`config.mk`:
```
export PLATFORM = sky130hd
export DESIGN_NAME = snap_capture_ctrl
export DESIGN_NICKNAME = d
export VERILOG_FILES = /design/src/rtl/snap_capture_ctrl.sv
export SDC_FILE = /design/constraint.sdc
export NUM_CORES = 1
export LEC_CHECK = 0
export CAP_MARGIN = 20
export CORE_ASPECT_RATIO = 1.1
export CORE_MARGIN = 2
export CORE_UTILIZATION = 40
export DETAILED_ROUTE_END_ITERATION = 6
export DONT_BUFFER_PORTS = 1
export PLACE_DENSITY_LB_ADDON = 0.2
export SETUP_SLACK_MARGIN = 0.2
export SLEW_MARGIN = 30
export SYNTH_ARGS = -nofsm -noshare
export SYNTH_HDL_FRONTEND = slang
export SYNTH_SLANG_ARGS = --single-unit
```
`constraint.sdc`:
```
create_clock -name user_clk -period 3.8 [get_ports user_clk]
set_input_delay 0.57 -clock user_clk [delete_from_list [all_inputs] [get_ports user_clk]]
set_output_delay 0.57 -clock user_clk [all_outputs]
set_load 0.03 [all_outputs]
```
`src/rtl/snap_capture_ctrl.sv`:
```
// Snapshot capture sequencer: arm, wait for trigger, write 2^ADDR_W samples to BRAM, report done.
// Optional trigger offset (discard the first N qualified samples) enabled by SNAP_TRIG_OFFSET_EN.
module snap_capture_ctrl #(
  parameter int unsigned DATA_W = 32,
  parameter int unsigned ADDR_W = 10
) (
  input  logic              user_clk,
  input  logic              user_rst,
  input  logic [31:0]       ctrl_in,
  input  logic [DATA_W-1:0] din,
  input  logic              din_valid,
  input  logic              ext_trig,
  output logic [ADDR_W-1:0] bram_addr,
  output logic [DATA_W-1:0] bram_data,
  output logic              bram_we,
  output logic [31:0]       status_out
);

  localparam int unsigned CNT_W = ADDR_W + 1;
  localparam logic [CNT_W-1:0] CNT_FULL = {1'b1, {ADDR_W{1'b0}}};

  typedef enum logic [1:0] {
    IDLE    = 2'd0,
    ARMED   = 2'd1,
    CAPTURE = 2'd2,
    DONE    = 2'd3
  } state_t;

  state_t           state, state_nxt;
  logic [CNT_W-1:0] count, count_nxt;
  logic             arm_q;
  logic             arm_edge_c;
  logic             qual_c;
  logic             take_c;
  logic             trig_c;
  logic             wr_c;
  logic [31:0]      status_nxt;
  logic             unused_ctrl;

`ifdef SNAP_TRIG_OFFSET_EN
  logic [15:0] dly, dly_nxt, dly_eff;
`endif

  assign unused_ctrl = ^ctrl_in[31:3];

  // State register
  always_ff @(posedge user_clk) begin
    if (user_rst) begin
      state <= IDLE;
    end else begin
      state <= state_nxt;
    end
  end

  // Next state, write qualification and count update
  always_comb begin
    state_nxt  = state;
    count_nxt  = count;
    take_c     = 1'b0;
    trig_c     = 1'b0;
    wr_c       = 1'b0;
    arm_edge_c = ctrl_in[0] & ~arm_q;
    qual_c     = ctrl_in[2] | din_valid;
`ifdef SNAP_TRIG_OFFSET_EN
    dly_nxt    = dly;
    dly_eff    = dly;
`endif

    case (state)
      ARMED: begin
        // An arm edge outranks a trigger arriving in the same cycle
        if (!arm_edge_c && (ctrl_in[1] || ext_trig)) begin
          trig_c    = 1'b1;
          take_c    = qual_c;
          state_nxt = CAPTURE;
        end
      end
      CAPTURE: take_c = qual_c;
      default: ;
    endcase

`ifdef SNAP_TRIG_OFFSET_EN
    if (trig_c) begin
      dly_eff = ctrl_in[31:16];
      dly_nxt = ctrl_in[31:16];
    end
    if (take_c) begin
      if (dly_eff != 16'd0) begin
        dly_nxt = dly_eff - 16'd1;
      end else begin
        wr_c = 1'b1;
      end
    end
`else
    wr_c = take_c;
`endif

    if (wr_c) begin
      count_nxt = count + CNT_W'(1);
      if (count_nxt == CNT_FULL) begin
        state_nxt = DONE;
      end
    end

    // A qualified sample in the arm-edge cycle is still written; the restart wins the state
    if (arm_edge_c) begin
      state_nxt = ARMED;
      count_nxt = '0;
    end

    status_nxt             = '0;
    status_nxt[31]         = (state_nxt == DONE);
    status_nxt[30]         = (state_nxt == ARMED);
    status_nxt[29]         = (state_nxt == CAPTURE);
    status_nxt[ADDR_W:0]   = count_nxt;
  end

  // Datapath: write port, counters and status readback
  always_ff @(posedge user_clk) begin
    if (user_rst) begin
      arm_q      <= 1'b0;
      count      <= '0;
      bram_we    <= 1'b0;
      bram_addr  <= '0;
      bram_data  <= '0;
      status_out <= '0;
`ifdef SNAP_TRIG_OFFSET_EN
      dly        <= '0;
`endif
    end else begin
      arm_q      <= ctrl_in[0];
      count      <= count_nxt;
      bram_we    <= wr_c;
      status_out <= status_nxt;
      if (wr_c) begin
        bram_addr <= count[ADDR_W-1:0];
        bram_data <= din;
      end
`ifdef SNAP_TRIG_OFFSET_EN
      dly        <= dly_nxt;
`endif
    end
  end

endmodule

```
* Word level (Yosys, flattened, before mapping)
Index checks and enable logic that the tools add are counted.
** Word-level totals
- Output and inout port bits :: 75
- Input bits :: 68
- Logic and storage cells :: 30
- Flip-flop bits (word level) :: 89
** Cells by class
- Reduce and logical (&&, ||, !) cells :: 3
- Bitwise operators :: 3
- Equal/unequal tests :: 6
- Mux-type cells :: 9
- Add/sub/neg operators :: 1
** Operator list (number)
- $mux 11 :: 2
- $add 11x1->11 const B :: 1
- $eq 11x11->1 const B :: 1
- $mux 2 :: 5
- $eq 2x2->1 const B :: 3
- $eq 2x1->1 const B :: 2
- $pmux 1 s2 :: 1
- $and 1x1->1 :: 1
- $logic_and 1x1->1 :: 1
- $logic_not 1->1 :: 1
- $logic_or 1x1->1 :: 1
- $mux 1 :: 1
- $not 1->1 :: 1
- $or 1x1->1 :: 1

* Depth between registers and ports, before layout
- Depth in word-level cells :: 10
- Depth in mapped cells :: 8

* Worst setup path after synthesis
OpenSTA, ideal clock, no wires.
- Kind :: flip-flop to flip-flop
- Start :: reg, netlist name status_out[1]
- End :: reg status_out[29]
- Setup time :: 116 ps
- Setup slack :: 1521 ps
- Data required time :: 3684 ps
- Stages on the path, launching flop included :: 7
- Arrival :: 2163 ps
- Cell sequence :: dfxtp_1 -> ha_1 -> nand4_1 -> or4_4 -> a2111oi_4 -> o211ai_2 -> and3b_1
** RTL lines
- to (signal assigned) :: line 134 : status_out <= status_nxt;
- to (decl) :: line 16 : output logic [31:0] status_out

==> results.yml <==
status:
  outcome: "finished clean"
synth:
  ys.flop_type: "dfxtp_1"
  async_flop_share_pct: 0
  synth.largest_area_cell: "dfxtp_1"
  ys_ff_latch: 60
  synth_compound_area_share_pct: 13.8
  syn-cell-area_sq_um: 2570
  synth_top_family_by_area: "simple AND/OR/NAND/NOR gates"
  ys_seq_area_share_pct: 46.6
  syn_area_per_cell_sq_um: 8.25
  synthAdderAreaFrac_pct: 1.46
  synth-simple-area-share_pct: 23.2
  syn_inst: 312
  synth_edf_count: 0
  yosys_warnings: 0
  netlist.area_leader.share_pct: 46.6
  yosys-top-cells-area: "dfxtp_1 47%, nand2_1 13%, a21oi_1 8.6%, buf_4 5.2%, nor2_1 2.0%"
  synth_xor_area_share_pct: 3.74
  synth.distinct_cells: 40
  muxShareOfSynthArea_pct: 0
detailed_routing:
  ant_nets: 0
  route.detailed.drc: 0
  drt-pass1-iter-count: 4
  routed_wl_um: 5490
  viasPerCell: 4.99
  drt_iter0_markers: 67
  post_drt_wl_per_cell_um: 14.1
  vias: 1938
timing:
  finalMaxSlewViolations: 0
  finalCriticalPeriod_ns: 2.59
  hold_violations: 0
  period_share_pct: 68.2
  maxSlewHeadroom_pct: 53.6
  rsz0062_at_grt: "false"
  finalClockSkew_ns: 0.00646
  worst_pin_slew_ns: 0.696
  fmax_mhz: 386
  setup_viol: 0
  tns_ns: 0
critical_path:
  crit_family: "simple AND/OR/NAND/NOR gates"
  r2r_end: "status_out[29]"
  critPathMaxFanout: 9
  crit_arrival_ns: 2.81
  path_cells: "ha_1 -> nand4_1 -> or4_4 -> a2111oi_4 -> o211ai_2 -> and3b_1"
  reg2reg_depth: 6
  end_kind: "register"
  critPathMaxStageDelay_ns: 0.70
  path_buf_inv: 0
  r2r_slack_ns: 1.21
  cp.depth: 6
  path_class: "register to register"
  worstPathRequired_ns: 4.02
  reg2reg_from: "status_out[0]"
  slowest_stage: "dfxtp_1"
  start_kind: "register"
global_routing:
  grt_pass1_vias: 1740
  antenna_found_initial: 0
  grt_pass1_wl_um: 8410
  overflow: 0
  grt_start_max_net_pins: 49
  grtUsageTotal_pct: 15.8
clocking:
  postCtsHoldBufs: 0
  cts_root_buffer: "clkbuf_8"
  clock_latency_ns: 0.33
  cts_tree: "built"
  cts_made_buffers: 9
  htreeDepth: 3
  cts_max_path_buffers: 2
  cts_setup_buffers: 0
  cts.sinks: 60
  cts_resized: 0
  clk_pin_slew_worst_paths_ns: 0.07
layout:
  final_cell_mix: "89 x nand2_1, 60 x dfxtp_1, 44 x a21oi_1, 18 x conb_1, 14 x nor2_1"
  drive_gt1_share_pct: 9.42
  layout_commonest_cell: "nand2_1"
  nets: 374
  n_antenna_cell: 0
  area_delta_synth_final_pct: 4.91
  postLayoutCellArea_sq_um: 2700
die:
  io_pins: 143
  start_util_pct: 41.6
  core_sq_um: 6190
  die_y_um: 88.2
  die_x_um: 80.5
  rows: 30
  die-area_sq_um: 7100
power:
  power_frac_comb_pct: 4.6
  internal-power_mw: 0.989
  power_density_nw_per_um2: 484
  ir_worst_vdd_mv: 0.233
  switching_share_pct: 24.3
  clockPowerShare_pct: 44.7
  p_seq_share_pct: 50.7
  switchingPower_mw: 0.318
  leakage_nw: 0.919
placement:
  numPortBuffers: 0
  hpwl_um: 3630
  place_congestion: 0.709
  post_dp_cell_area_sq_um: 2490
worst_hold_path:
  min-delay-start: "user_rst"
  hold_path_class: "primary input to register"
  holdPathStages: 1
  holdPathEnd: "bram_data[19]"
flow_run:
  max_cap_violations: 0
[cell usage after synthesis (all sizes together) (2+ instances only)]
| master | instances |
|---|---|
| nor2 | 14 |
| clkbuf | 12 |
| and3 | 2 |
| o211ai | 2 |
| nand4 | 5 |
| nor3 | 3 |
| xor2 | 6 |
| inv | 3 |
| or4 | 2 |
| nand2b | 4 |
| a31oi | 2 |
| nor4 | 2 |
| o21ai | 3 |
| nand3 | 6 |
| o211a | 2 |
| dfxtp | 60 |
| and4 | 2 |
| nand2 | 90 |
| xnor2 | 5 |
| buf | 29 |
| ha | 3 |
| a21oi | 44 |
[power groups by stage]
stage | logic [mW] | registers (mW) | clock network (mW)
6_report | 0.0597 | 0.663 | 0.584
3_3_place_gp | 0.0587 | 0.677 | 0
5_1_grt | 0.0662 | 0.664 | 0.631
4_1_cts | 0.0598 | 0.663 | 0.604
2_1_floorplan | 0.0735 | 0.675 | 0
3_5_place_dp | 0.0598 | 0.677 | 0
[through the flow]
step                      instances  total power [mW]  util [%]  hold slack [ns]  worst slack [ns]
after global routing            388              1.36      43.6            0.273              1.09
after CTS                       387              1.33      43.5            0.273              1.13
after detailed placement        371             0.737      40.2            0.529              1.15
after floorplan                 329             0.749         -            0.487              1.52
after global placement          371             0.736      40.2            0.526              1.19
final                           388              1.31      43.6            0.299              1.21
[final cells by class]
type                    instances  area (sq um)
clock buffers                  12           155
clock inverters                 4          47.5
inverters                       3          11.3
fillers                       625          3490
well taps                      80           100
repair buffers                  4          30.0
flip-flops and latches         60          1200
multi-input cells             225          1160
[cell families after synthesis]
family	Yosys count
compound gates	59
xor+xnor	11
flops	60
simple gates	134
other cells	1
fa+ha+maj	3
buf+inv	44
[layer usage]
metal | routed length, um | track usage [%] | vias up
li1 | - | - | 971
met1 | 2190 | 17.8 | 873
met2 | 2590 | 24.2 | 83
met3 | 582 | 7.84 | 11
met4 | 123 | 8.78 | 0
met5 | 0 | 0 | -
[registers in the layout, indices dropped and copies added, names as in the netlist]
name,count
bram_addr,10
bram_data,32
state,2
bram_we,1
arm_q,1
status_out,14
[worst max-delay path by stage]
stage | start | end | slack, ns
global route | status_out[1] | state[0] | 1.09
floorplan | status_out[1] | status_out[29] | 1.52
CTS | state[0] | status_out[29] | 1.13
finish | status_out[0] | status_out[29] | 1.21
global placement | state[0] | status_out[29] | 1.19
detailed placement | state[0] | status_out[29] | 1.15
Note: power is estimated with default switching activity, not from simulation.
